==> src/rtl/cam_capture_pkg.sv <==
// Shared definitions for the camera capture path: FSM states, RGB444 byte slices and
// output frame geometry (320x240, also used by address_gen).
package cam_capture_pkg;

   typedef enum logic [1:0] {
      ST_SYNC   = 2'd0,
      ST_VBLANK = 2'd1,
      ST_HBLANK = 2'd2,
      ST_ACTIVE = 2'd3
   } cam_state_t;

   // byte0 carries R in its low nibble; byte1 carries {G,B} whole.
   localparam int RGB_W      = 12;
   localparam int B0_NIB_HI  = 3;
   localparam int B0_NIB_LO  = 0;

   localparam int FRAME_W    = 320;
   localparam int FRAME_H    = 240;

endpackage

==> src/rtl/cam_capture_sync.sv <==
// cam_sync: STAGES-deep synchronizer for one camera pin; level, rise and fall all emerge
// aligned, STAGES cycles after the pin is sampled; no backpressure.
module cam_sync #(
   parameter int STAGES = 2
) (
   input  logic clk,
   input  logic rst,
   input  logic i_pin,
   output logic o_level,
   output logic o_rise,
   output logic o_fall
);

   logic [STAGES-1:0] sr;

   // Edges are registered from the stage before the last, so they line up with o_level.
   always_ff @(posedge clk or posedge rst) begin
      if (rst) begin
         sr     <= '0;
         o_rise <= 1'b0;
         o_fall <= 1'b0;
      end else begin
         sr     <= {sr[STAGES-2:0], i_pin};
         o_rise <= sr[STAGES-2] & ~sr[STAGES-1];
         o_fall <= ~sr[STAGES-2] & sr[STAGES-1];
      end
   end

   assign o_level = sr[STAGES-1];

endmodule

==> src/rtl/cam_capture.sv <==
// OV7670 pin capture: pairs bytes into RGB444 pixels with line/pixel coordinates; o_we follows
// a pclk rise by SYNC_STAGES+1 cycles, no backpressure. CAM_CAPTURE_DECIMATE_EN selects 2:1 decimation.
module cam_capture
   import cam_capture_pkg::*;
#(
   parameter int CAM_DATA_WIDTH = 12,
   parameter int CAM_LINE       = 9,
   parameter int CAM_PIXEL      = 10,
   parameter int SYNC_STAGES    = 2
) (
   input  logic                      clk,
   input  logic                      rst,
   input  logic                      i_cam_pclk,
   input  logic                      i_cam_vsync,
   input  logic                      i_cam_href,
   input  logic [7:0]                i_cam_d,
   output logic                      o_we,
   output logic [CAM_DATA_WIDTH-1:0] o_data,
   output logic [CAM_LINE-1:0]       o_line,
   output logic [CAM_PIXEL-1:0]      o_pixel,
   output logic                      o_frame_done
);

`ifdef CAM_CAPTURE_DECIMATE_EN
   localparam int DEC = 1;
`else
   localparam int DEC = 0;
`endif
   localparam int LW = CAM_LINE + DEC;
   localparam int PW = CAM_PIXEL + DEC;
   localparam logic [LW-1:0] LMAX = {LW{1'b1}};
   localparam logic [PW-1:0] PMAX = {PW{1'b1}};

   logic pclk_rise, pclk_unused_lvl, pclk_unused_fall;
   logic vs_lvl, vs_rise, vs_fall;
   logic href_lvl, href_fall, href_unused_rise;
   logic [SYNC_STAGES-1:0][7:0] d_dly;
   logic [7:0] d_s;

   cam_sync #(.STAGES(SYNC_STAGES)) u_sync_pclk (
      .clk(clk), .rst(rst), .i_pin(i_cam_pclk),
      .o_level(pclk_unused_lvl), .o_rise(pclk_rise), .o_fall(pclk_unused_fall));

   cam_sync #(.STAGES(SYNC_STAGES)) u_sync_vsync (
      .clk(clk), .rst(rst), .i_pin(i_cam_vsync),
      .o_level(vs_lvl), .o_rise(vs_rise), .o_fall(vs_fall));

   cam_sync #(.STAGES(SYNC_STAGES)) u_sync_href (
      .clk(clk), .rst(rst), .i_pin(i_cam_href),
      .o_level(href_lvl), .o_rise(href_unused_rise), .o_fall(href_fall));

   always_ff @(posedge clk or posedge rst) begin
      if (rst) d_dly <= '0;
      else     d_dly <= {d_dly[SYNC_STAGES-2:0], i_cam_d};
   end
   assign d_s = d_dly[SYNC_STAGES-1];

   cam_state_t state, state_nxt;
   logic [LW-1:0] line, line_nxt;
   logic [PW-1:0] pixel, pixel_nxt;
   logic phase, phase_nxt;
   logic px_sat, px_sat_nxt, ln_sat, ln_sat_nxt;
   logic [7:0] byte0, byte0_nxt;
   logic we_nxt, done_nxt;
   logic [CAM_DATA_WIDTH-1:0] data_nxt;
   logic [CAM_LINE-1:0] oline_nxt;
   logic [CAM_PIXEL-1:0] opix_nxt;
   logic cap, keep;

   assign cap = pclk_rise & href_lvl & ~vs_lvl;
`ifdef CAM_CAPTURE_DECIMATE_EN
   assign keep = ~pixel[0] & ~line[0];
`else
   assign keep = 1'b1;
`endif

   always_ff @(posedge clk or posedge rst) begin
      if (rst) begin
         state        <= ST_SYNC;
         line         <= '0;
         pixel        <= '0;
         phase        <= 1'b0;
         px_sat       <= 1'b0;
         ln_sat       <= 1'b0;
         byte0        <= '0;
         o_we         <= 1'b0;
         o_frame_done <= 1'b0;
         o_data       <= '0;
         o_line       <= '0;
         o_pixel      <= '0;
      end else begin
         state        <= state_nxt;
         line         <= line_nxt;
         pixel        <= pixel_nxt;
         phase        <= phase_nxt;
         px_sat       <= px_sat_nxt;
         ln_sat       <= ln_sat_nxt;
         byte0        <= byte0_nxt;
         o_we         <= we_nxt;
         o_frame_done <= done_nxt;
         o_data       <= data_nxt;
         o_line       <= oline_nxt;
         o_pixel      <= opix_nxt;
      end
   end

   always_comb begin
      state_nxt  = state;
      line_nxt   = line;
      pixel_nxt  = pixel;
      phase_nxt  = phase;
      px_sat_nxt = px_sat;
      ln_sat_nxt = ln_sat;
      byte0_nxt  = byte0;
      we_nxt     = 1'b0;
      done_nxt   = 1'b0;
      data_nxt   = o_data;
      oline_nxt  = o_line;
      opix_nxt   = o_pixel;
      case (state)
         ST_SYNC: begin
            if (vs_rise) state_nxt = ST_VBLANK;
         end
         ST_VBLANK: begin
            line_nxt   = '0;
            pixel_nxt  = '0;
            phase_nxt  = 1'b0;
            px_sat_nxt = 1'b0;
            ln_sat_nxt = 1'b0;
            if (vs_fall) state_nxt = ST_HBLANK;
         end
         ST_HBLANK: begin
            if (vs_rise) begin
               done_nxt  = 1'b1;
               state_nxt = ST_VBLANK;
            end else if (cap) begin
               byte0_nxt = d_s;
               phase_nxt = 1'b1;
               state_nxt = ST_ACTIVE;
            end
         end
         default: begin
            if (vs_rise) begin
               done_nxt  = 1'b1;
               state_nxt = ST_VBLANK;
            end else if (href_fall) begin
               // Any unpaired trailing byte is simply forgotten here.
               state_nxt  = ST_HBLANK;
               pixel_nxt  = '0;
               phase_nxt  = 1'b0;
               px_sat_nxt = 1'b0;
               if (line == LMAX) ln_sat_nxt = 1'b1;
               else              line_nxt   = line + 1'b1;
            end else if (cap) begin
               if (!phase) begin
                  byte0_nxt = d_s;
                  phase_nxt = 1'b1;
               end else begin
                  phase_nxt = 1'b0;
                  if (!px_sat && !ln_sat) begin
                     if (keep) begin
                        we_nxt    = 1'b1;
                        data_nxt  = {byte0[B0_NIB_HI:B0_NIB_LO], d_s};
                        oline_nxt = line[LW-1:DEC];
                        opix_nxt  = pixel[PW-1:DEC];
                     end
                     if (pixel == PMAX) px_sat_nxt = 1'b1;
                     else               pixel_nxt  = pixel + 1'b1;
                  end
               end
            end
         end
      endcase
   end

endmodule
==> config.mk <==
export PLATFORM = sky130hd
export DESIGN_NAME = cam_capture
export DESIGN_NICKNAME = d
export VERILOG_FILES = /design/src/rtl/cam_capture_pkg.sv /design/src/rtl/cam_capture_sync.sv /design/src/rtl/cam_capture.sv
export SDC_FILE = /design/constraint.sdc
export NUM_CORES = 1
export LEC_CHECK = 0
export CAP_MARGIN = 5
export CORE_AREA = 2 2 82 84
export CTS_BUF_LIST = sky130_fd_sc_hd__clkbuf_8
export DETAILED_ROUTE_END_ITERATION = 6
export DIE_AREA = 0 0 84 86
export HOLD_SLACK_MARGIN = 0.08
export PLACE_DENSITY = 0.8
export RECOVER_POWER = 50
export SETUP_SLACK_MARGIN = 0.5
export SLEW_MARGIN = 20
export SYNTH_ARGS = -nofsm -noshare
export SYNTH_HDL_FRONTEND = slang
export SYNTH_SLANG_ARGS = --single-unit
==> constraint.sdc <==
create_clock -name clk -period 3.5 [get_ports clk]
set_clock_uncertainty 0.2 [all_clocks]
set_input_delay 0.35 -clock clk [delete_from_list [all_inputs] [get_ports clk]]
set_output_delay 0.35 -clock clk [all_outputs]
set_load 0.01 [all_outputs]
==> impl_metrics.csv <==
group,metric,value,unit
synth,syn_nets,293,
setup_path,end_kind,"flop",
synth,synth_seq_cells,87,
drt,drt_wl_total,6000,µm
setup_path,start_kind,"flop",
global_route,grt_pass1_wl,10500,µm
setup_path,r2r_start,"line[0]$_DFFE_PP0P_",
sta,finalCriticalPeriod,2.78,ns
placed_design,post_dp_cell_area,4050,µm²
drt,vias,2354,
placed_design,hpwl,4100,µm
die,coreArea,6280,µm²
synth,syn_avg_cell_area,12.9,µm²
status,violations,"max-capacitance violations, max-slew violations",
setup_path,crit_chain,"ha_1 -> nand3_1 -> nor2_1 -> ha_1 -> or3b_1 -> a21o_1 -> or4_1 -> a21oi_1",
power,power_density,594,nW/µm²
cts,clkSlewWorstSetupHoldPaths,0.09,ns
setup_path,path_common_cell,"ha_1",
run,cap_violations,1,
cts,h-tree-depth,3,
setup_path,max_stage_delay,0.52,ns
layout,layout-drive-gt1-share,17.8,%
synth,synth_top_family_by_area,"simple AND/OR/NAND/NOR gates",
global_route,grt_util_all_layers,18.2,%
synth,synth_fa_ha_area_share,2.49,%
drt,drc,0,
layout,nNetsFinal,346,
sta,max_slew_margin,-14.7,%
layout,stdcell_area,4250,µm²
layout,n_antenna_cell,0,
setup_path,reg2reg_to,"line[5]$_DFFE_PP0P_",
die,die_w,84,µm
global_route,grt_max_degree,40,
drt,firstDrtPassIters,4,
synth,synthXorXnorAreaFrac,0,%
setup_path,cp_max_fo,13,
setup_path,worstPathArrival,2.86,ns
cts,cts_hold_buf,0,
sta,worst_hold_slack,0.154,ns
sta,setup_viol,0,
die,chipHeight,86,µm
drt,drtIter0Drc,82,
setup_path,worst_r2r_path_depth,8,
cts,cts.sinks,87,
cts,numCtsBuffers,9,
power,p_leak,0.00194,µW
power,peakVddDrop,0.302,mV
cts,tritoncts,"yes",
global_route,grt_pass1_vias,2306,
setup_path,crit_type,"reg -> reg",
global_route,antenna_found_initial,0,
min_path,min_path_type,"reg -> reg",
sta,timing.final.crit_share,79.5,%
die,start_util,56.1,%
status,status,"complete, but fails checks",
drt,wl_per_cell,14.7,µm
die,die_area,7220,µm²
placed_design,place.gp.congestion,0.838,
drt,viasPerCell,5.77,
min_path,worstHoldPathCells,0,
die,io_pins,46,
synth,synth.cell_area,3520,µm²
min_path,min-delay-start,"d_dly[3]$_DFF_PP0_",
sta,worst_pin_slew,1.71,ns
sta,tns,0,ns
synth,yosysWarnings,0,
sta,fmax,0.359,GHz
sta,final-hold-violation-count,0,
setup_path,crit_slowest_cell,"or4_1",
placed_design,numPortBuffers,45,
drt,ant_nets,0,
setup_path,r2r_setup_slack,0.72,ns
setup_path,worst-endpoint-required,3.58,ns
cts,ctsLongestPathBuffers,2,
global_route,gr-total-overflow,0,
synth,synth.mux.area_fraction,12.0,%
cts,clk_latency,0.36,ns
die,rows,29,
sta,rsz0062_at_grt,"no",
synth,ys_types,39,
cts,postCtsSetupBuffers,0,
synth,synthSimpleGateAreaFrac,12.4,%
synth,synth_seq_area_share,61.8,%
min_path,whs_endpoint,"d_s[3]$_DFF_PP0_",
cts,cts-root-buf,"clkbuf_8",
layout,syn2layout_area_growth,20.7,%
cts,ctsResizeCount,0,
synth,synth_compound_area_share,9.09,%
synth,synth_cells,273,
sta,drv_slew,40,
==> synth_stat cells <==
| library cell | number | area, µm² |
|---|---|---|
| nor3_1 | 6 | 30.0 |
| o211ai_1 | 3 | 22.5 |
| nor2b_1 | 5 | 31.3 |
| nor3b_2 | 1 | 12.5 |
| nand2_1 | 15 | 56.3 |
| and3_1 | 2 | 12.5 |
| nand2b_1 | 5 | 31.3 |
| or3_1 | 5 | 31.3 |
| or3b_1 | 1 | 8.76 |
| nor4_1 | 2 | 12.5 |
| inv_1 | 7 | 26.3 |
| ha_1 | 7 | 87.6 |
| a211oi_1 | 2 | 15.0 |
| nand3b_4 | 1 | 20.0 |
| or2_2 | 1 | 6.26 |
| mux2_2 | 33 | 372 |
| mux2i_1 | 2 | 20.0 |
| nor2_1 | 13 | 48.8 |
| dfrtp_1 | 87 | 2180 |
| o31ai_1 | 7 | 52.6 |
| a2bb2oi_1 | 1 | 8.76 |
| a31oi_1 | 7 | 43.8 |
| or2_0 | 1 | 6.26 |
| mux2_4 | 2 | 30.0 |
| nand4_1 | 2 | 12.5 |
| nand4b_1 | 1 | 8.76 |
| nand3_1 | 14 | 70.1 |
| a22o_1 | 1 | 8.76 |
| o311ai_0 | 3 | 26.3 |
| nor4b_4 | 1 | 23.8 |
| a21o_1 | 1 | 7.51 |
| a21boi_0 | 1 | 7.51 |
| buf_2 | 2 | 10.0 |
| o21ai_0 | 13 | 65.1 |
| clkbuf_1 | 2 | 7.51 |
| o41ai_1 | 2 | 17.5 |
| or4_1 | 2 | 15.0 |
| buf_6 | 3 | 33.8 |
| a21oi_1 | 9 | 45.0 |
==> cells in the final DEF (no fill, tap or decap), types with 5 or more instances in the layout <==
cell / instances
dfrtp_1: 87
mux2_2: 33
clkdlybuf4s50_1: 33
nand2_1: 15
nand3_1: 14
nor2_1: 13
o21ai_0: 13
dlygate4sd3_1: 12
clkbuf_8: 10
a21oi_1: 9
inv_1: 7
o31ai_1: 7
a31oi_1: 7
ha_1: 7
nor3_1: 6
nand2b_1: 5
or3_1: 5
nor2b_1: 5
==> how the worst max path moves through the flow <==
| stage | endpoint | slack, ns | depth (start not counted) | start |
|---|---|---|---|---|
| floorplan | byte0[0]$_DFFE_PP0P_ | 0.70 | 1 | rst |
| finish | line[5]$_DFFE_PP0P_ | 0.72 | 8 | line[0]$_DFFE_PP0P_ |
| global route | line[7]$_DFFE_PP0P_ | 0.63 | 8 | line[0]$_DFFE_PP0P_ |
| CTS | line[5]$_DFFE_PP0P_ | 0.73 | 8 | line[0]$_DFFE_PP0P_ |
| detailed placement | line[7]$_DFFE_PP0P_ | 0.78 | 8 | line[0]$_DFFE_PP0P_ |
| global placement | line[7]$_DFFE_PP0P_ | 0.88 | 8 | line[0]$_DFFE_PP0P_ |
==> metrics by stage <==
step | util, % | total power [µW] | std cells | setup slack (ns)
CTS | 67.8 | 2550 | 408 | 0.731
finish | 67.7 | 2520 | 408 | 0.716
global placement | 64.5 | 1810 | 392 | 0.883
global route | 67.7 | 2670 | 408 | 0.634
floorplan | - | 1630 | 273 | 0.700
detailed placement | 64.5 | 1830 | 392 | 0.780
==> worst max-delay path, delay by kind of cell, from the launching register on <==
family / cells / cell delay (ns)
and+or+nand+nor: 4 / 1.08
AOI/OAI and AO/OA: 2 / 0.51
adders and majority gates: 2 / 0.48
DFF: 1 / 0.43
==> kinds of logic (layout without fill, tap and decap cells) <==
| logic type | after synthesis | after routing |
|---|---|---|
| AO/OA/AOI/OAI | 50 | 50 |
| adder cells (fa/ha/maj) | 7 | 7 |
| buffers and inverters | 14 | 72 |
| flip-flops | 87 | 87 |
| multiplexers | 37 | 37 |
| AND/OR/NAND/NOR | 78 | 78 |
==> where the power goes <==
part | switching (µW) | internal [µW] | leakage, µW
registers | 81.5 | 1120 | 0.00114
clock network | 363 | 354 | 0.000102
logic | 342 | 265 | 0.000702
==> metal layers <==
layer	vias to the layer above	wire length (µm)	GRT usage [%]
li1	1104	-	-
met1	1176	2810	23.8
met2	63	2820	28.7
met3	11	241	4.04
met4	0	127	9.24
met5	-	0	0
==> registers in the layout (all words and copies together), names as in the netlist, 4 cells and up <==
name / flops
byte0: 4
o_line: 9
line: 9
pixel: 10
o_data: 12
d_dly: 8
o_pixel: 10
d_s: 8
==> final cells by class <==
class,count,area [µm²]
clock buffers,10,138
inverters,7,27.5
repair buffers,49,478
flip-flops and latches,87,2180
fillers,487,2020
well taps,77,96.3
multi-input cells,172,1270
clock inverters,6,68.8
Power figures use the tool's default switching activity.
